[src/rtl/align_pkg.sv]
// ---------------------------------------------------------------------------
// align_pkg
//   Shared types and defaults for the alignment job sequencer and its
//   helpers.
//   - phase_state_e   : sequencer state encoding, also visible on cur_phase
//   - result_status_e : completion status carried in the result record
//   - *_DEF           : default widths for the sequencer parameters
//   - is_phase()      : true for the four datapath phase states
//   - next_phase()    : successor of a phase state on normal completion
// ---------------------------------------------------------------------------
package align_pkg;

    localparam int ID_W_DEF    = 8;
    localparam int SCORE_W_DEF = 16;
    localparam int TO_W_DEF    = 16;

    typedef enum logic [2:0] {
        S_IDLE    = 3'd0,
        S_CREATE  = 3'd1,
        S_INIT    = 3'd2,
        S_TRACE   = 3'd3,
        S_VERDICT = 3'd4,
        S_REPORT  = 3'd5
    } phase_state_e;

    typedef enum logic [1:0] {
        ST_OK      = 2'd0,
        ST_TIMEOUT = 2'd1,
        ST_ABORTED = 2'd2
    } result_status_e;

    function automatic logic is_phase(input phase_state_e s);
        return (s == S_CREATE) || (s == S_INIT) ||
               (s == S_TRACE)  || (s == S_VERDICT);
    endfunction

    // Successor after a phase reports done; VERDICT hands off to REPORT.
    function automatic phase_state_e next_phase(input phase_state_e s);
        phase_state_e n;
        case (s)
            S_CREATE:  n = S_INIT;
            S_INIT:    n = S_TRACE;
            S_TRACE:   n = S_VERDICT;
            S_VERDICT: n = S_REPORT;
            default:   n = S_IDLE;
        endcase
        return n;
    endfunction

endpackage

[src/rtl/phase_watchdog.sv]
// ---------------------------------------------------------------------------
// phase_watchdog
//   Cycle counter guarding one engine phase.
//   Ports:
//     clk, reset : system clock, synchronous active-high reset
//     clear      : forces the count to 0 on the next edge (wins over enable)
//     enable     : count up by one per cycle while high
//     limit      : cycle limit; 0 disables expiry
//     expired    : high while enabled and the registered count equals limit
//   expired is decoded from the registered count and the limit only, so a
//   caller may let a same-cycle done take priority over it.
//   The counter wraps; with a nonzero limit it always reaches the limit
//   before wrapping, and with limit 0 the wrapped value is never used.
// ---------------------------------------------------------------------------
module phase_watchdog #(
    parameter int TO_W = 16
) (
    input  logic            clk,
    input  logic            reset,
    input  logic            clear,
    input  logic            enable,
    input  logic [TO_W-1:0] limit,
    output logic            expired
);

    logic [TO_W-1:0] count_q;
    logic [TO_W-1:0] count_d;

    always_comb begin
        count_d = count_q;
        if (clear) begin
            count_d = '0;
        end else if (enable) begin
            count_d = count_q + TO_W'(1);
        end
    end

    always_ff @(posedge clk) begin
        if (reset) begin
            count_q <= '0;
        end else begin
            count_q <= count_d;
        end
    end

    assign expired = enable && (limit != '0) && (count_q == limit);

endmodule

[src/rtl/align_phase_sequencer.sv]
// ---------------------------------------------------------------------------
// align_phase_sequencer
//   Job-level controller for the alignment datapath. Accepts one job at a
//   time, runs CREATE -> INIT -> TRACE -> VERDICT with one-cycle start
//   pulses, guards each phase with a watchdog and returns a tagged result.
//
//   Handshakes: a transfer happens on a rising clk edge where valid and
//   ready are both high. job_ready is high only in S_IDLE; result_valid is
//   high only in S_REPORT and the result fields hold steady until the edge
//   where result_ready is also high.
//
//   Ports:
//     clk, reset                    clock, synchronous active-high reset
//     job_valid/job_ready/job_id    job request channel
//     cfg_timeout                   per-phase cycle limit (0 = no watchdog)
//     abort                         host abort, sampled in phase states
//     *_start                       one-cycle phase start pulses
//     fcreate..fverdict             phase done flags
//     verdict_match/verdict_score   verdict data, valid with fverdict
//     phase_abort                   one-cycle kill pulse to the active engine
//     busy, cur_phase               status / registered state
//     result_*                      result record channel
//     jobs_done                     saturating count of delivered results
//
//   Every output is a flop or a decode of the registered state.
// ---------------------------------------------------------------------------
module align_phase_sequencer
    import align_pkg::*;
#(
    parameter int ID_W    = ID_W_DEF,
    parameter int SCORE_W = SCORE_W_DEF,
    parameter int TO_W    = TO_W_DEF
) (
    input  logic               clk,
    input  logic               reset,
    input  logic               job_valid,
    output logic               job_ready,
    input  logic [ID_W-1:0]    job_id,
    input  logic [TO_W-1:0]    cfg_timeout,
    input  logic               abort,
    output logic               create_start,
    output logic               init_start,
    output logic               trace_start,
    output logic               verdict_start,
    input  logic               fcreate,
    input  logic               finitialize,
    input  logic               ftraceback,
    input  logic               fverdict,
    input  logic               verdict_match,
    input  logic [SCORE_W-1:0] verdict_score,
    output logic               phase_abort,
    output logic               busy,
    output logic [2:0]         cur_phase,
    output logic               result_valid,
    input  logic               result_ready,
    output logic [ID_W-1:0]    result_id,
    output logic [1:0]         result_status,
    output logic               result_match,
    output logic [SCORE_W-1:0] result_score,
    output logic [15:0]        jobs_done
);

    phase_state_e       state_q,  state_d;
    logic [ID_W-1:0]    id_q,     id_d;
    logic [TO_W-1:0]    to_q,     to_d;
    result_status_e     status_q, status_d;
    logic               match_q,  match_d;
    logic [SCORE_W-1:0] score_q,  score_d;
    logic [15:0]        jobs_q,   jobs_d;
    logic [3:0]         start_q,  start_d;   // {verdict, trace, init, create}
    logic               kill_q,   kill_d;

    logic phase_done;
    logic in_entry;
    logic wd_clear;
    logic wd_enable;
    logic wd_expired;

    // Exactly one start bit is high in a phase's first cycle, so it doubles
    // as the "ignore done this cycle" marker.
    assign in_entry = |start_q;

    // Restart the watchdog on every state change so it reads 0 in each
    // phase's entry cycle.
    assign wd_clear  = (state_d != state_q);
    assign wd_enable = is_phase(state_q);

    phase_watchdog #(
        .TO_W (TO_W)
    ) u_watchdog (
        .clk     (clk),
        .reset   (reset),
        .clear   (wd_clear),
        .enable  (wd_enable),
        .limit   (to_q),
        .expired (wd_expired)
    );

    // Done flag of the active phase; the others are ignored.
    always_comb begin
        phase_done = 1'b0;
        case (state_q)
            S_CREATE:  phase_done = fcreate;
            S_INIT:    phase_done = finitialize;
            S_TRACE:   phase_done = ftraceback;
            S_VERDICT: phase_done = fverdict;
            default:   phase_done = 1'b0;
        endcase
    end

    // -----------------------------------------------------------------------
    // State register (all flops)
    // -----------------------------------------------------------------------
    always_ff @(posedge clk) begin
        if (reset) begin
            state_q  <= S_IDLE;
            id_q     <= '0;
            to_q     <= '0;
            status_q <= ST_OK;
            match_q  <= 1'b0;
            score_q  <= '0;
            jobs_q   <= '0;
            start_q  <= '0;
            kill_q   <= 1'b0;
        end else begin
            state_q  <= state_d;
            id_q     <= id_d;
            to_q     <= to_d;
            status_q <= status_d;
            match_q  <= match_d;
            score_q  <= score_d;
            jobs_q   <= jobs_d;
            start_q  <= start_d;
            kill_q   <= kill_d;
        end
    end

    // -----------------------------------------------------------------------
    // Next-state and record update
    // Priority inside a phase: abort > done (after entry) > watchdog.
    // -----------------------------------------------------------------------
    always_comb begin
        state_d  = state_q;
        id_d     = id_q;
        to_d     = to_q;
        status_d = status_q;
        match_d  = match_q;
        score_d  = score_q;
        jobs_d   = jobs_q;
        kill_d   = 1'b0;

        unique case (state_q)
            S_IDLE: begin
                if (job_valid) begin
                    id_d     = job_id;
                    to_d     = cfg_timeout;
                    status_d = ST_OK;
                    match_d  = 1'b0;
                    score_d  = '0;
                    state_d  = S_CREATE;
                end
            end

            S_CREATE, S_INIT, S_TRACE, S_VERDICT: begin
                if (abort) begin
                    status_d = ST_ABORTED;
                    kill_d   = 1'b1;
                    state_d  = S_REPORT;
                end else if (!in_entry && phase_done) begin
                    if (state_q == S_VERDICT) begin
                        match_d  = verdict_match;
                        score_d  = verdict_score;
                        status_d = ST_OK;
                    end
                    state_d = next_phase(state_q);
                end else if (wd_expired) begin
                    status_d = ST_TIMEOUT;
                    kill_d   = 1'b1;
                    state_d  = S_REPORT;
                end
            end

            S_REPORT: begin
                if (result_ready) begin
                    state_d = S_IDLE;
                    if (jobs_q != 16'hFFFF) begin
                        jobs_d = jobs_q + 16'd1;
                    end
                end
            end

            default: begin
                state_d = S_IDLE;
            end
        endcase
    end

    // Start pulse for the phase being entered, registered so it lines up
    // with the first cycle spent in that phase.
    always_comb begin
        start_d = '0;
        if (state_d != state_q) begin
            case (state_d)
                S_CREATE:  start_d = 4'b0001;
                S_INIT:    start_d = 4'b0010;
                S_TRACE:   start_d = 4'b0100;
                S_VERDICT: start_d = 4'b1000;
                default:   start_d = '0;
            endcase
        end
    end

    // -----------------------------------------------------------------------
    // Output decode
    // -----------------------------------------------------------------------
    always_comb begin
        job_ready     = (state_q == S_IDLE);
        busy          = (state_q != S_IDLE);
        cur_phase     = state_q;
        result_valid  = (state_q == S_REPORT);
        create_start  = start_q[0];
        init_start    = start_q[1];
        trace_start   = start_q[2];
        verdict_start = start_q[3];
        phase_abort   = kill_q;
        result_id     = id_q;
        result_status = status_q;
        result_match  = match_q;
        result_score  = score_q;
        jobs_done     = jobs_q;
    end

endmodule

[config.mk]
export PLATFORM = sky130hd
export DESIGN_NAME = align_phase_sequencer
export DESIGN_NICKNAME = d
export VERILOG_FILES = /design/src/rtl/align_pkg.sv /design/src/rtl/phase_watchdog.sv /design/src/rtl/align_phase_sequencer.sv
export SDC_FILE = /design/constraint.sdc
export NUM_CORES = 1
export LEC_CHECK = 0
export CAP_MARGIN = 25
export CORE_UTILIZATION = 52
export DETAILED_ROUTE_END_ITERATION = 10
export HOLD_SLACK_MARGIN = 0.05
export PLACE_DENSITY = 0.91
export SYNTH_ARGS = -nofsm -noshare
export SYNTH_HDL_FRONTEND = slang
export SYNTH_SLANG_ARGS = --single-unit
[constraint.sdc]
create_clock -name clk -period 5.9 [get_ports clk]
set_input_delay 0.885 -clock clk [delete_from_list [all_inputs] [get_ports clk]]
set_output_delay 0.885 -clock clk [all_outputs]
set_load 0.03 [all_outputs]
==> summary.md, run 1 <==
| Metric | Value |
|---|---|
| Rel. slew slack | `0.400` |
| Synth Area in XOR/XNOR | `0.0947` |
| Via count | `3588` |
| Register area share after synthesis | `0.438` |
| Worst slew pin tran | `900 ps` |
| Post-synthesis mux area share | `0.0106` |
| Syn_area_per_cell | `8.24 µm²` |
| Cell Area, Synth | `0.00379 mm²` |
| Slew Viols, Final | `0` |
| Clk_skew | `16.5 ps` |
| Buffers on Ports | `103` |
| Int Pwr | `1060 µW` |
| Synth Register Bits | `83` |
| Number of global-route vias before repair | `3523` |
| Minimum clock period | `3110 ps` |
| Fin nets | `600` |
| Met3 usage | `0.0777` |
| Compound-cell area share of the yosys netlist | `0.123` |
| Final Wtd Congestion | `0.811` |
| Clock tree root driver cell | `clkbuf_8` |
| Cell area after layout | `0.00504 mm²` |
| Layout cells sized above 1 | `0.0597` |
| Wire per inst | `15.5 µm` |
| Critical Path AT | `2230 ps` |
| Largest net degree at the start of global routing | `49` |
| Max VDD drop | `0.000185 V` |
| Combinational Power Share | `0.352` |
| TritonCTS Buffers | `9` |
| H-tree levels | `3` |
| CP Data Required Time | `5020 ps` |
| Global Route Usage Sum | `0.279` |
| DPL Wire Length | `6.99 mm` |
| First-pass GRT wire length | `16.6 mm` |
| EDFF count, synth | `0` |
| Number of synthesis warnings | `0` |
| Clk Latency, worst-skew pair | `360 ps` |
| Hold buffer count at CTS | `0` |
| Synth cell types | `55` |
| Final setup TNS | `0 ps` |
| Flop pwr share | `0.398` |
| Net switching fraction of the power | `0.377` |
| Clk pwr share | `0.251` |
| Top_reg_cell synth | `dfxtp_1` |
| I/O pins | `104` |
| Initial antenna violation count | `0` |
| Period utilization | `0.527` |
| DR DRC count | `0` |
| Synthesized net count | `512` |
| Type of origin of the critical path | `flip-flop` |
| Crit. End Element | `output port` |
| Number of clock sinks | `83` |
| Largest family of logic cells by synthesized area | `simple AND/OR/NAND/NOR gates` |
| Final setup viols | `0` |
| Core area | `0.00691 mm²` |
| Vias/cell | `5.53` |
| Area post-placement | `0.00483 mm²` |
| Post-CTS setup buffers | `0` |
| Fmax achieved | `321 MHz` |
| Routing usage on met2 | `0.460` |
| CP Class | `reg -> out` |
| Router iterations before antenna repair | `5` |
| LEAKAGE | `0.00174 µW` |
| Post-Synth Simple-Gate Area | `0.284` |
| Synth Instances | `460` |
| CP max FO | `20` |
| Initial core utilization | `0.549` |
| M1 GR Usage | `0.342` |
| Clock-pin slew on the worst setup and hold paths | `80 ps` |
| Hold Fails Final Rpt | `0` |
| FFs w/ async S/R, synth | `0` |
| Area share of fa/ha/maj cells after synthesis | `0.00660` |
| Ant diodes | `0` |
| RSZ-0062 raised after global routing | `no` |
| Worst Hold Class | `reg -> reg` |
| Cts repair resizes | `0` |
| Die X | `87.4 µm` |
| Psw | `643 µW` |
| CTS tree | `yes` |
| Fillcell total | `493` |
| Max-capacitance violation count | `0` |
| DR iter-0 viols | `200` |
| CTS max path bufs | `2` |
| Antenna-violating nets left | `0` |
| Detailed Route WL | `10.1 mm` |
| Die height | `87.4 µm` |
| Area delta synth->final | `33.0%` |
| Busiest grt layer | `met2` |
| Site row count | `30` |
| Power Density | `339 mW/mm²` |
| Grt total ovfl | `0` |
| Die area | `0.00764 mm²` |
| Status | `complete, no violations` |
==> power by group through the flow <==
stage / combinational [µW] / clock (µW) / sequential (µW)
after floorplan: 360 / 0 / 741
after global placement: 576 / 0 / 687
after global routing: 648 / 459 / 688
final: 600 / 428 / 679
after CTS: 597 / 434 / 678
after detailed placement: 592 / 0 / 690
==> cell families (layout without fill, tap and decap cells) <==
| group | count (synthesis) | after routing |
|---|---|---|
| adder cells (fa/ha/maj) | 2 | 2 |
| AO/OA/AOI/OAI | 77 | 77 |
| buffers and inverters | 36 | 129 |
| XOR/XNOR | 41 | 41 |
| multiplexers | 4 | 4 |
| AND/OR/NAND/NOR | 217 | 217 |
| flip-flops | 83 | 83 |
==> per-layer routing <==
metal	vias up	part of all wire
met5	-	0
met4	0	0.021
met3	22	0.065
met2	117	0.50
met1	1713	0.41
li1	1736	-
==> area by class of cell <==
cell class	instances	area, µm²	share of cell area
repair buffers	105	1050	0.209
flip-flops and latches	83	1660	0.330
clock buffers	10	138	0.0273
clock inverters	6	71.3	0.0141
inverters	8	30.0	0.00596
multi-input cells	341	1970	0.390
well taps	96	120	0.0238
==> stage by stage <==
| step | hold slack, ps | cells | power (µW) | utilization | worst slack, ps |
|---|---|---|---|---|---|
| after floorplan | 461 | 460 | 1100 | - | 3530 |
| after global placement | 438 | 632 | 1260 | 0.697 | 2980 |
| after detailed placement | 446 | 633 | 1280 | 0.700 | 2850 |
| after CTS | 456 | 649 | 1710 | 0.730 | 2780 |
| after global routing | 476 | 649 | 1790 | 0.730 | 2590 |
| final | 452 | 649 | 1710 | 0.730 | 2790 |
==> state kept, by name, summed over array words and instances, names as in the netlist <==
signal,count
result_match,1
phase_abort,1
result_status,2
jobs_done,16
start_q,4
result_id,8
u_watchdog.count_q,16
result_score,16
cur_phase,3
to_q,16
==> synthesized netlist by cell type, types with 2 or more instances <==
| cell | n | area (µm²) |
|---|---|---|
| a211o_1 | 2 | 17.5 |
| a21o_1 | 2 | 15.0 |
| a21oi_1 | 50 | 250 |
| and2_1 | 4 | 25.0 |
| and3_1 | 6 | 37.5 |
| and4_1 | 2 | 17.5 |
| buf_2 | 7 | 35.0 |
| buf_4 | 5 | 37.5 |
| clkbuf_1 | 15 | 56.3 |
| dfxtp_1 | 83 | 1660 |
| ha_1 | 2 | 25.0 |
| inv_1 | 7 | 26.3 |
| mux2i_1 | 4 | 40.0 |
| nand2_1 | 88 | 330 |
| nand2b_1 | 4 | 25.0 |
| nand3_1 | 24 | 120 |
| nand3b_1 | 4 | 30.0 |
| nand4_1 | 11 | 68.8 |
| nand4b_1 | 2 | 17.5 |
| nor2_1 | 40 | 150 |
| nor2b_1 | 5 | 31.3 |
| nor3_1 | 3 | 15.0 |
| nor3b_1 | 2 | 15.0 |
| nor4_1 | 6 | 37.5 |
| o21ai_0 | 7 | 35.0 |
| o21ai_2 | 2 | 17.5 |
| o31a_1 | 2 | 17.5 |
| or3_1 | 5 | 31.3 |
| xnor2_1 | 23 | 201 |
| xor2_1 | 18 | 158 |
==> critical path: stages (launching register included) <==
cell,delay [ps]
dfxtp_1,740
nor2b_1,240
nand2_1,130
inv_2,100
clkdlybuf4s50_1,660
==> cell usage in the layout (no fill, tap or decap), drive strengths merged, types with 4 or more instances in the layout <==
master         Yosys  final
nor2              40     40
nand3             24     24
mux2i              4      4
clkbuf            15     10
nand2b             4      4
nand4             11     11
or3                6      6
xnor2             23     23
inv                8     10
and2               4      4
a21oi             52     52
clkdlybuf4s50      0    102
and3               6      6
nor2b              5      5
nor4               8      8
nand3b             5      5
dfxtp             83     83
o21ai              9      9
xor2              18     18
nand2             89     89
==> worst paths after layout <==
kind                                startpoint  slack, ps  cells past startpoint                                 end
hold reg to reg   result_score[1]$_SDFFE_PP0P_        450                      2        result_score[1]$_SDFFE_PP0P_
setup / recovery       cur_phase[2]$_SDFF_PP0_       2790                      4                        result_valid
setup reg to reg       cur_phase[2]$_SDFF_PP0_       2800                      7  u_watchdog.count_q[9]$_SDFFE_PP0P_
hold / removal    result_score[1]$_SDFFE_PP0P_        450                      2        result_score[1]$_SDFFE_PP0P_
Power figures use the tool's default switching activity.
==> run 2: changes to the inputs <==
--- a/config.mk
+++ b/config.mk
@@ -6,10 +6,10 @@
 export NUM_CORES = 1
 export LEC_CHECK = 0
 export CAP_MARGIN = 25
-export CORE_UTILIZATION = 52
+export CORE_UTILIZATION = 48
 export DETAILED_ROUTE_END_ITERATION = 10
 export HOLD_SLACK_MARGIN = 0.05
-export PLACE_DENSITY = 0.91
+export PLACE_DENSITY = 0.86
 export SYNTH_ARGS = -nofsm -noshare
 export SYNTH_HDL_FRONTEND = slang
 export SYNTH_SLANG_ARGS = --single-unit
==> constraint.sdc (replaced) <==
create_clock -name clk -period 2.95 [get_ports clk]
set_input_delay 0.4425 -clock clk [delete_from_list [all_inputs] [get_ports clk]]
set_output_delay 0.4425 -clock clk [all_outputs]
set_load 0.03 [all_outputs]
==> summary.md, run 2 (same netlist as run 1, synthesis figures left out) <==
| Metric | Value |
|---|---|
| Ant diodes | `0 (unchanged)` |
| Register-to-Register Setup Slack | `390 ps (-2410 ps)` |
| LEAKAGE | `0.00174 µW (about the same)` |
| I/O pins | `104 (unchanged)` |
| Critical Path AT | `2140 ps (-90 ps)` |
| Slew Viols, Final | `0 (unchanged)` |
| Final setup TNS | `0 ps (unchanged)` |
| Worst R2R Start | `cur_phase[1]$_SDFF_PP0_` |
| Initial antenna violation count | `0 (unchanged)` |
| Max VDD drop | `0.000332 V (+79%)` |
| Grt total ovfl | `0 (unchanged)` |
| Detailed Route WL | `9.33 mm (-7.3%)` |
| Rel. slew slack | `0.528 (+0.128)` |
| Commonest non-fill, non-tap cell in the layout | `clkdlybuf4s50_1` |
| Final setup viols | `0 (unchanged)` |
| Non-filler cells, final | `658 (+1.4%)` |
| Hold buffer count at CTS | `0 (unchanged)` |
| Clk_skew | `9.50 ps (-7.04 ps)` |
| Slowest cell on crit path | `clkdlybuf4s50_1` |
| Period utilization | `0.875` |
| Vias/cell | `5.38 (-2.7%)` |
| Fin worst setup slack | `370 ps (-2420 ps)` |
| Number of global-route vias before repair | `3420 (-2.9%)` |
| TritonCTS Buffers | `9 (unchanged)` |
| Antenna-violating nets left | `0 (unchanged)` |
| Initial core utilization | `0.493 (-0.0558)` |
| Area delta synth->final | `32.6%` |
| CP Data Required Time | `2510 ps (-2510 ps)` |
| Clk Latency, worst-skew pair | `360 ps (about the same)` |
| Clock tree root driver cell | `clkbuf_8` |
| Hold Fails Final Rpt | `0 (unchanged)` |
| Worst Hold Class | `reg -> reg` |
| Router iterations before antenna repair | `4 (-1)` |
| Placed cells | `642 (+1.4%)` |
| Number of clock sinks | `83 (unchanged)` |
| Minimum clock period | `2580 ps` |
| Post-CTS setup buffers | `0 (unchanged)` |
| DR iter-0 viols | `220 (+10%)` |
| Pwr Total | `3320 µW (+94%)` |
| Global Route Usage Sum | `0.229 (-0.0505)` |
| Die area | `0.00826 mm² (+8.1%)` |
| CP max FO | `17 (-15%)` |
| DR DRC count | `0 (unchanged)` |
| Crit. End Element | `output port` |
| Pre-CTS setup slack | `437 ps (-2420 ps)` |
| Fin nets | `603 (+0.50%)` |
| Site row count | `32 (+6.7%)` |
| Die height | `90.9 µm (+4.0%)` |
| Wire per inst | `14.2 µm (-8.6%)` |
| Cts repair resizes | `0 (unchanged)` |
| Type of origin of the critical path | `flip-flop` |
| Worst r2r path cells | `7 (unchanged)` |
| Status | `complete, no violations` |
| Buffers on Ports | `103 (unchanged)` |
| Max-capacitance violation count | `0 (unchanged)` |
| CTS max path bufs | `2 (unchanged)` |
| Via count | `3540 (-1.3%)` |
| Layout cells sized above 1 | `0.0629 (+0.00328)` |
| Die X | `90.9 µm (+4.0%)` |
| Most frequent cells in the layout | `clkdlybuf4s50_1, nand2_1, dfxtp_1` |
| Hold Crit Start | `result_match$_SDFFE_PP0P_` |
| Worst slew pin tran | `708 ps (-192 ps)` |
| H-tree levels | `3 (unchanged)` |
| Power Density | `660 mW/mm² (+95%)` |
| Hold endpoint | `result_match$_SDFFE_PP0P_` |
| Core area | `0.00769 mm² (+11%)` |
| RSZ-0062 raised after global routing | `no` |
| DPL Wire Length | `6.64 mm (-5.0%)` |
| Crit path largest cell delay | `660 ps (-80 ps)` |
| Largest net degree at the start of global routing | `37 (-24%)` |
| Fmax achieved | `388 MHz` |
| Clock-pin slew on the worst setup and hold paths | `90 ps (about the same)` |
| Crit path cell chain | `or3_1 > inv_1 > clkdlybuf4s50_1` |
| First-pass GRT wire length | `15.3 mm (-7.4%)` |
| CTS tree | `yes` |
| FF-to-FF End | `u_watchdog.count_q[13]$_SDFFE_PP0P_` |
| Final Wtd Congestion | `0.838 (+3.4%)` |
| CP Class | `reg -> out` |
| Hold depth | `2 (unchanged)` |
## run 2: power breakdown
part	leakage, µW	internal, µW	switching, µW
registers	0.000674	1230	122
logic	0.000978	490	720
clock network	0.0000888	316	438
## run 2: worst max path at each step
stage                                        from  slack [ps]                                   to
after global routing      cur_phase[1]$_SDFF_PP0_         240  u_watchdog.count_q[13]$_SDFFE_PP0P_
after floorplan           cur_phase[2]$_SDFF_PP0_         580        result_status[1]$_SDFFE_PP0P_
after global placement                 ftraceback         510        result_score[14]$_SDFFE_PP0P_
after CTS                 cur_phase[1]$_SDFF_PP0_         380                            job_ready
after detailed placement               ftraceback         440        result_score[14]$_SDFFE_PP0P_
final                     cur_phase[0]$_SDFF_PP0_         370                            job_ready
## run 2: worst max-delay path, delay by kind of cell (launching register included)
kind | cells | cell delay, ps
flip-flops | 1 | 480
AND/OR/NAND/NOR | 1 | 550
buffers and inverters | 2 | 750
## run 2: final cells by class
| cell class | instances | area [µm²] |
|---|---|---|
| clock inverter | 6 | 50.0 |
| sequential | 83 | 1660 |
| multi-input combinational | 341 | 1970 |
| inverter | 8 | 30.0 |
| fill | 660 | 2660 |
| clock buffer | 10 | 128 |
| timing repair buffer | 108 | 1060 |
| tap | 102 | 128 |
## run 2: metrics by stage
step | hold WS [ps] | instance area [µm²] | util
3_5_place_dp | 447 | 4850 | 0.631
4_1_cts | 460 | 5030 | 0.654
5_1_grt | 472 | 5030 | 0.654
6_report | 460 | 5030 | 0.654
2_1_floorplan | 461 | 3790 | -
3_3_place_gp | 441 | 4850 | 0.631
## run 2: routing by layer
layer / up-vias / track usage / part of all wire / routed length [µm]
met3: 22 / 0.0522 / 0.048 / 449
met1: 1662 / 0.270 / 0.44 / 4110
met2: 106 / 0.394 / 0.49 / 4570
met5: - / 0 / 0 / 0
met4: 0 / 0.102 / 0.022 / 202
li1: 1750 / - / - / -
==> run 3: changes to the inputs <==
--- a/config.mk
+++ b/config.mk
@@ -10,6 +10,7 @@
 export DETAILED_ROUTE_END_ITERATION = 10
 export HOLD_SLACK_MARGIN = 0.05
 export PLACE_DENSITY = 0.86
+export SLEW_MARGIN = 40
 export SYNTH_ARGS = -nofsm -noshare
 export SYNTH_HDL_FRONTEND = slang
 export SYNTH_SLANG_ARGS = --single-unit
==> results of run 3 <==
No change in the layout: final DEF, timing and power equal those of run 2.
